**src/rtl/fatori_mon_pkg.sv**
```systemverilog
// rtl/fatori_mon_pkg.sv - shared types and helpers for the fatori monitor error sequencer
// Purpose: FSM state encoding and the counter-select width helper.
// Ports: none (package).
package fatori_mon_pkg;

  typedef enum logic [2:0] {
    ST_IDLE     = 3'd0,
    ST_PENDING  = 3'd1,
    ST_RESYNC   = 3'd2,
    ST_COOLDOWN = 3'd3,
    ST_FATAL    = 3'd4
  } err_seq_state_e;

  // Select width covering NSRC minority counters plus the two aggregates.
  function automatic int cnt_sel_w(input int nsrc);
    return $clog2(nsrc + 2);
  endfunction

endpackage

```
**src/rtl/fatori_sat_counter.sv**
```systemverilog
// rtl/fatori_sat_counter.sv - saturating event counter with synchronous clear
// Purpose: adds inc_i each cycle, sticking at all-ones; clr_i wins over increment.
// Ports:
//   clk_i  in  1   clock
//   rst_ni in  1   asynchronous active-low reset
//   clr_i  in  1   synchronous clear
//   inc_i  in  IW  increment amount
//   cnt_o  out W   counter value
module fatori_sat_counter #(
  parameter int W  = 16,
  parameter int IW = 1
) (
  input  logic          clk_i,
  input  logic          rst_ni,
  input  logic          clr_i,
  input  logic [IW-1:0] inc_i,
  output logic [W-1:0]  cnt_o
);

  // One extra bit beyond the wider operand so the overflow is observable.
  localparam int SW = ((W > IW) ? W : IW) + 1;
  localparam logic [SW-1:0] MAXV = SW'({W{1'b1}});

  logic [SW-1:0] sum;
  assign sum = SW'(cnt_o) + SW'(inc_i);

  always_ff @(posedge clk_i or negedge rst_ni) begin
    if (!rst_ni) begin
      cnt_o <= '0;
    end else if (clr_i) begin
      cnt_o <= '0;
    end else if (sum > MAXV) begin
      cnt_o <= '1;
    end else begin
      cnt_o <= sum[W-1:0];
    end
  end

endmodule

```
**src/rtl/fatori_mon_err_sequencer.sv**
```systemverilog
// rtl/fatori_mon_err_sequencer.sv - recovery scheduler for fatori M-of-N monitor wrappers
// Purpose: edge-detects min/maj/scrub status from NSRC voted wrappers, counts the
// events, and schedules a resync handshake once the core is idle. Majority loss
// (MAJ_FATAL=1) escalates to a sticky FATAL state that halts the core.
// Optional feature macro: FATORI_MON_TIMEOUT_EN enables a RESYNC ack watchdog
// that goes to FATAL after TIMEOUT cycles without resync_ack_i.
// Ports:
//   clk_i         in  1      clock, rising edge
//   rst_ni        in  1      asynchronous active-low reset
//   min_err_i     in  NSRC   minority-disagreement levels
//   maj_err_i     in  NSRC   no-majority levels
//   scrub_i       in  NSRC   scrub_occurred levels
//   core_idle_i   in  1      core has nothing in flight
//   resync_req_o  out 1      resync request (state RESYNC)
//   resync_ack_i  in  1      resync done
//   halt_o        out 1      core halt (state FATAL)
//   irq_o         out 1      completion pulse, or constant high in FATAL
//   clr_i         in  1      clear all counters
//   cnt_sel_i     in  SELW   counter read select
//   cnt_o         out CNT_W  selected counter
//   state_o       out 3      FSM state
//   src_mask_o    out NSRC   wrappers pending or under resync
module fatori_mon_err_sequencer
  import fatori_mon_pkg::*;
#(
  parameter int NSRC      = 4,
  parameter int CNT_W     = 16,
  parameter int TIMEOUT   = 64,
  parameter int COOLDOWN  = 8,
  parameter int MAJ_FATAL = 1
) (
  input  logic                         clk_i,
  input  logic                         rst_ni,
  input  logic [NSRC-1:0]              min_err_i,
  input  logic [NSRC-1:0]              maj_err_i,
  input  logic [NSRC-1:0]              scrub_i,
  input  logic                         core_idle_i,
  output logic                         resync_req_o,
  input  logic                         resync_ack_i,
  output logic                         halt_o,
  output logic                         irq_o,
  input  logic                         clr_i,
  input  logic [cnt_sel_w(NSRC)-1:0]   cnt_sel_i,
  output logic [CNT_W-1:0]             cnt_o,
  output logic [2:0]                   state_o,
  output logic [NSRC-1:0]              src_mask_o
);

  localparam int SELW = cnt_sel_w(NSRC);
  localparam int PW   = $clog2(NSRC + 1);
  localparam int CDW  = (COOLDOWN > 1) ? $clog2(COOLDOWN) : 1;

  // Two-stage edge detect: stage 1 is the sampled level, stage 2 its previous value.
  logic [NSRC-1:0] min_r1, min_r2, maj_r1, maj_r2, scrub_r1, scrub_r2;

  always_ff @(posedge clk_i or negedge rst_ni) begin
    if (!rst_ni) begin
      min_r1   <= '0;
      min_r2   <= '0;
      maj_r1   <= '0;
      maj_r2   <= '0;
      scrub_r1 <= '0;
      scrub_r2 <= '0;
    end else begin
      min_r1   <= min_err_i;
      min_r2   <= min_r1;
      maj_r1   <= maj_err_i;
      maj_r2   <= maj_r1;
      scrub_r1 <= scrub_i;
      scrub_r2 <= scrub_r1;
    end
  end

  logic [NSRC-1:0] min_ev, maj_ev, scrub_ev, ev_mask;
  logic            maj_hit;
  logic [PW-1:0]   scrub_pop;

  assign min_ev   = min_r1 & ~min_r2;
  assign maj_ev   = maj_r1 & ~maj_r2;
  assign scrub_ev = scrub_r1 & ~scrub_r2;

  // Without fatal escalation a majority loss is scheduled like a minority one.
  assign ev_mask = min_ev | ((MAJ_FATAL != 0) ? '0 : maj_ev);
  assign maj_hit = (MAJ_FATAL != 0) && (|maj_ev);

  always_comb begin
    scrub_pop = '0;
    for (int s = 0; s < NSRC; s++) begin
      scrub_pop = scrub_pop + PW'(scrub_ev[s]);
    end
  end

  logic [CNT_W-1:0] min_cnt [NSRC];
  logic [CNT_W-1:0] maj_cnt, scrub_cnt;

  for (genvar s = 0; s < NSRC; s++) begin : g_min
    fatori_sat_counter #(.W(CNT_W), .IW(1)) u_min_cnt (
      .clk_i  (clk_i),
      .rst_ni (rst_ni),
      .clr_i  (clr_i),
      .inc_i  (min_ev[s]),
      .cnt_o  (min_cnt[s])
    );
  end

  fatori_sat_counter #(.W(CNT_W), .IW(1)) u_maj_cnt (
    .clk_i  (clk_i),
    .rst_ni (rst_ni),
    .clr_i  (clr_i),
    .inc_i  (|maj_ev),
    .cnt_o  (maj_cnt)
  );

  fatori_sat_counter #(.W(CNT_W), .IW(PW)) u_scrub_cnt (
    .clk_i  (clk_i),
    .rst_ni (rst_ni),
    .clr_i  (clr_i),
    .inc_i  (scrub_pop),
    .cnt_o  (scrub_cnt)
  );

  always_comb begin
    cnt_o = '0;
    for (int s = 0; s < NSRC; s++) begin
      if (cnt_sel_i == SELW'(s)) cnt_o = min_cnt[s];
    end
    if (cnt_sel_i == SELW'(NSRC))     cnt_o = maj_cnt;
    if (cnt_sel_i == SELW'(NSRC + 1)) cnt_o = scrub_cnt;
  end

  err_seq_state_e  state;
  logic [NSRC-1:0] mask;
  logic            irq;
  logic [CDW-1:0]  cool_cnt;
`ifdef FATORI_MON_TIMEOUT_EN
  localparam int WDW = $clog2(TIMEOUT + 1);
  logic [WDW-1:0]  wd_cnt;
`endif

  always_ff @(posedge clk_i or negedge rst_ni) begin
    if (!rst_ni) begin
      state    <= ST_IDLE;
      mask     <= '0;
      irq      <= 1'b0;
      cool_cnt <= '0;
`ifdef FATORI_MON_TIMEOUT_EN
      wd_cnt   <= '0;
`endif
    end else begin
      irq <= 1'b0;
      // FATAL is sticky and a majority hit overrides every other transition.
      if (maj_hit || state == ST_FATAL) begin
        state <= ST_FATAL;
        irq   <= 1'b1;
      end else begin
        case (state)
          ST_IDLE: begin
            if (|ev_mask) begin
              state <= ST_PENDING;
              mask  <= mask | ev_mask;
            end
          end
          ST_PENDING: begin
            mask <= mask | ev_mask;
            if (core_idle_i) begin
              state <= ST_RESYNC;
`ifdef FATORI_MON_TIMEOUT_EN
              wd_cnt <= '0;
`endif
            end
          end
          ST_RESYNC: begin
            if (resync_ack_i) begin
              // Only sources flagged before the ack are considered resynced.
              state    <= ST_COOLDOWN;
              mask     <= ev_mask;
              irq      <= 1'b1;
              cool_cnt <= '0;
            end else begin
              mask <= mask | ev_mask;
`ifdef FATORI_MON_TIMEOUT_EN
              if (wd_cnt == WDW'(TIMEOUT - 1)) begin
                state <= ST_FATAL;
                irq   <= 1'b1;
              end else begin
                wd_cnt <= wd_cnt + 1'b1;
              end
`endif
            end
          end
          ST_COOLDOWN: begin
            mask <= mask | ev_mask;
            if (cool_cnt == CDW'(COOLDOWN - 1)) begin
              cool_cnt <= '0;
              state    <= (|(mask | ev_mask)) ? ST_PENDING : ST_IDLE;
            end else begin
              cool_cnt <= cool_cnt + 1'b1;
            end
          end
          default: state <= ST_IDLE;
        endcase
      end
    end
  end

  assign state_o      = state;
  assign resync_req_o = (state == ST_RESYNC);
  assign halt_o       = (state == ST_FATAL);
  assign irq_o        = irq;
  assign src_mask_o   = mask;

endmodule

```
**config.mk**
```make
export PLATFORM = sky130hd
export DESIGN_NAME = fatori_mon_err_sequencer
export DESIGN_NICKNAME = d
export VERILOG_FILES = /design/src/rtl/fatori_mon_pkg.sv /design/src/rtl/fatori_sat_counter.sv /design/src/rtl/fatori_mon_err_sequencer.sv
export SDC_FILE = /design/constraint.sdc
export NUM_CORES = 1
export LEC_CHECK = 0
export ABC_AREA = 1
export CORE_UTILIZATION = 45
export CTS_CLUSTER_SIZE = 10
export DETAILED_ROUTE_END_ITERATION = 12
export SETUP_SLACK_MARGIN = 0.3
export SYNTH_ARGS = -nofsm -noshare
export SYNTH_HDL_FRONTEND = slang
export SYNTH_SLANG_ARGS = --single-unit
```
**constraint.sdc**
```tcl
create_clock -name clk_i -period 3 [get_ports clk_i]
set_input_delay 0.6 -clock clk_i [delete_from_list [all_inputs] [get_ports clk_i]]
set_output_delay 0.6 -clock clk_i [all_outputs]
set_load 0.03 [all_outputs]
```
==> flow_summary_export.csv, run 1 <==
group,metric,value,unit
outcome,outcome,"finished clean",
worst_setup_path,worst-path-max-fanout,9,
clocking,cts_sinks,131,
clocking,cts_tree,"done",
worst_setup_path,critPathKind,"reg -> reg",
detailed_routing,vias_per_cell,5.09,
grt,grt_max_degree,74,
sta,post-route-period-util,86.3,%
grt,grt_pass1_wl,31200,µm
final_layout,fillers,1512,
sta,worst_pin_slew,0.901,ns
detailed_routing,ant_nets,0,
pwr,pwr_density_cell,468,mW/mm²
logic_synthesis,syn-mean-instance-area,7.72,µm²
logic_synthesis,synth_flop_cell,"dfrtp_1",
min_path,hold_path_class,"in -> async",
sta,rsz0062_at_grt,"no",
logic_synthesis,syn_inst,967,
clocking,insertion_delay,0.43,ns
logic_synthesis,ys_warn_count,0,
detailed_routing,first_iter_violations,356,
detailed_routing,first_pass_iters,5,
clocking,cts_max_level,4,
clocking,numCtsBuffers,17,
grt,grt_pass1_vias,6146,
sta,hold_viol,0,
clocking,cts_hold_buf,0,
place,port_buffers,45,
logic_synthesis,synth_top_area_share,43.9,%
detailed_routing,wl_per_cell,15.1,µm
place,dpl_cell_area,0.00818,mm²
logic_synthesis,netlist_top_cells_area,"dfrtp_1, nand2_1, inv_1",
final_layout,num_antenna_cells,0,
grt,antenna_found_initial,0,
pwr,p_leak,0.00401,µW
logic_synthesis,yosysTopAreaCell,"dfrtp_1",
logic_synthesis,synth-seq-cells,131,
logic_synthesis,synth_common_cells,"nand2_1, inv_1, dfrtp_1",
pwr,peakVddDrop,0.390,mV
worst_setup_path,crit_top_cell,"inv_1",
detailed_routing,vias,6394,
sta,final-setup-viol-count,0,
final_layout,area_delta_synth_final,18.2,%
worst_setup_path,endpoint_kind,"flip-flop",
clocking,clk_pin_slew_worst_paths,0.06,ns
pwr,power,4130,µW
floorplanning,io_pins,46,
logic_synthesis,synthesis.area,0.00746,mm²
detailed_routing,wl,18900,µm
sta,period_needed,2.59,ns
place,dp.cells,1223,
grt,grt_util_all_layers,24.2,%
sta,final_max_slew_viol_count,0,
worst_setup_path,arrival,2.91,ns
worst_setup_path,cpLargestDelayFamily,"adder cells",
worst_setup_path,worstPathRequired,3.32,ns
final_layout,drive_gt1_share,12.1,%
detailed_routing,drc,0,
place,hpwl,13900,µm
worst_setup_path,worstPathBufferInverterCount,5,
sta,finClkSkew,0.00857,ns
final_layout,nNetsFinal,1064,
clocking,root_buffer,"clkbuf_16",
grt,overflow,0,
worst_setup_path,worstPathCellList,"inv_1, nand2_1, fa_1, inv_1, fa_2, fa_2, nand3_2, inv_1, nand4_4, buf_12, nand3_1, nand2_1, inv_1",
floorplanning,rows,46,
sta,setup_tns,0,ns
floorplanning,die_area,0.0171,mm²
floorplanning,fp.dieH,131,µm
logic_synthesis,yosys.cell_types.count,38,
worst_setup_path,cpPeakStageDelay,0.58,ns
sta,worst_hold_slack,0.202,ns
worst_setup_path,cp-start-kind,"flip-flop",
logic_synthesis,synth.most_common_cell,"nand2_1",
sta,fmax,386,MHz
job,cap_viol_max_count,0,
place,gp_congestion,0.904,
worst_setup_path,slowest_stage,"fa_1",
clocking,cts_buffer_depth,2,
floorplanning,die_x,131,µm
logic_synthesis,syn_nets,1003,
final_layout,final_cells,1257,
logic_synthesis,seq_area_frac_synth,43.9,%
logic_synthesis,synth-edff-count,0,
floorplanning,initial_core_util,46.5,%
logic_synthesis,postSynth.asyncResetShare,100,%
final_layout,design_area,0.00882,mm²
floorplanning,core-area,0.0161,mm²
sta,slew_headroom,39.9,%
[cell families after synthesis]
group | synth area share, %
AO/OA/AOI/OAI | 9.87
flip-flops | 43.9
adder cells (fa/ha/maj) | 2.98
XOR/XNOR | 5.16
AND/OR/NAND/NOR | 29.0
buffers and inverters | 9.02
[layout make-up]
| class | instances | area [µm²] | area share [%] |
|---|---|---|---|
| Tap cell | 216 | 270 | 3.06 |
| Inverter | 149 | 559 | 6.34 |
| Timing Repair Buffer | 62 | 589 | 6.68 |
| Multi-Input combinational cell | 667 | 3550 | 40.3 |
| Sequential cell | 131 | 3280 | 37.2 |
| Clock buffer | 17 | 425 | 4.82 |
| Clock inverter | 15 | 146 | 1.66 |
[per-layer routing]
layer | vias to the layer above | wire length, µm | GRT usage (%)
met3 | 22 | 865 | 4.23
met5 | - | 0 | 0
met1 | 3009 | 8930 | 34.1
met4 | 0 | 374 | 8.45
li1 | 3211 | - | -
met2 | 152 | 8770 | 37.5
[final timing paths]
path | startpoint | depth (start not counted) | slack [ns] | to
min in group clk_i | min_r1[2] | 0 | 0.37 | min_r2[2]
worst min-delay path | rst_ni | 1 | 0.20 | g_min[1].u_min_cnt.cnt_o[12]
worst max register to register | scrub_r2[3] | 13 | 0.41 | u_scrub_cnt.cnt_o[9]
max in group asynchronous | rst_ni | 2 | 2.08 | g_min[3].u_min_cnt.cnt_o[10]
worst min register to register | min_r1[2] | 0 | 0.37 | min_r2[2]
worst max-delay path | scrub_r2[3] | 13 | 0.41 | u_scrub_cnt.cnt_o[9]
[flip-flops by register name (all words and copies together) (netlist names)]
signal                 flops
maj_r1                     4
irq_o                      1
u_maj_cnt.cnt_o           16
scrub_r2                   4
u_scrub_cnt.cnt_o         16
min_r2                     4
state_o                    3
src_mask_o                 4
scrub_r1                   4
maj_r2                     4
min_r1                     4
cool_cnt                   3
g_min.u_min_cnt.cnt_o     64
[cells in the final DEF, fill, tap and decap left out, types with 3 or more instances in the layout]
master and instances:
nor2_1 115, ha_1 13, nor3_4 3, nor3_1 7, clkbuf_16 17, a21oi_2 6, inv_2 5, buf_6 5
nand4_1 30, nand3_1 45, dfrtp_1 131, nor2_4 7, nand2_4 3, inv_1 144, inv_6 7, buf_4 26
xor2_1 34, o21ai_1 4, a21oi_1 73, o21ai_0 31, buf_12 3, nor2_2 12, clkinv_4 3, o22ai_1 16
nand2_2 6, nor3b_1 3, nand3_2 9, clkdlybuf4s50_1 23, xnor2_1 10, nand2_1 223
[power by group]
group	switching (µW)	total [µW]	internal, µW	leakage (µW)
logic	160	253	93.7	0.00200
clock network	865	2030	1160	0.000282
registers	37.9	1840	1810	0.00173
total	1060	4130	3060	0.00401
[through the flow]
step / worst slack (ns) / util (%)
after floorplan: 0.444 / -
after global placement: 0.206 / 50.9
after detailed placement: 0.194 / 50.9
after CTS: 0.302 / 54.6
after global routing: 0.300 / 54.9
final: 0.410 / 54.9
[repair_timing]
action / CTS / global route
gates cloned: 0 / 1
gates resized for setup: 8 / 10
pin swaps: 1 / 5
setup buffers: 0 / 1
setup endpoints to repair: 27 / 24
Power figures use the tool's default switching activity.
==> run 2, diff against run 1 <==
--- a/config.mk
+++ b/config.mk
@@ -7,6 +7,7 @@
 export LEC_CHECK = 0
 export ABC_AREA = 1
 export CORE_UTILIZATION = 45
+export CTS_CLUSTER_DIAMETER = 80
 export CTS_CLUSTER_SIZE = 10
 export DETAILED_ROUTE_END_ITERATION = 12
 export SETUP_SLACK_MARGIN = 0.3
==> results of run 2 <==
Same layout as run 1: the final DEF is identical, and so are final timing and power.
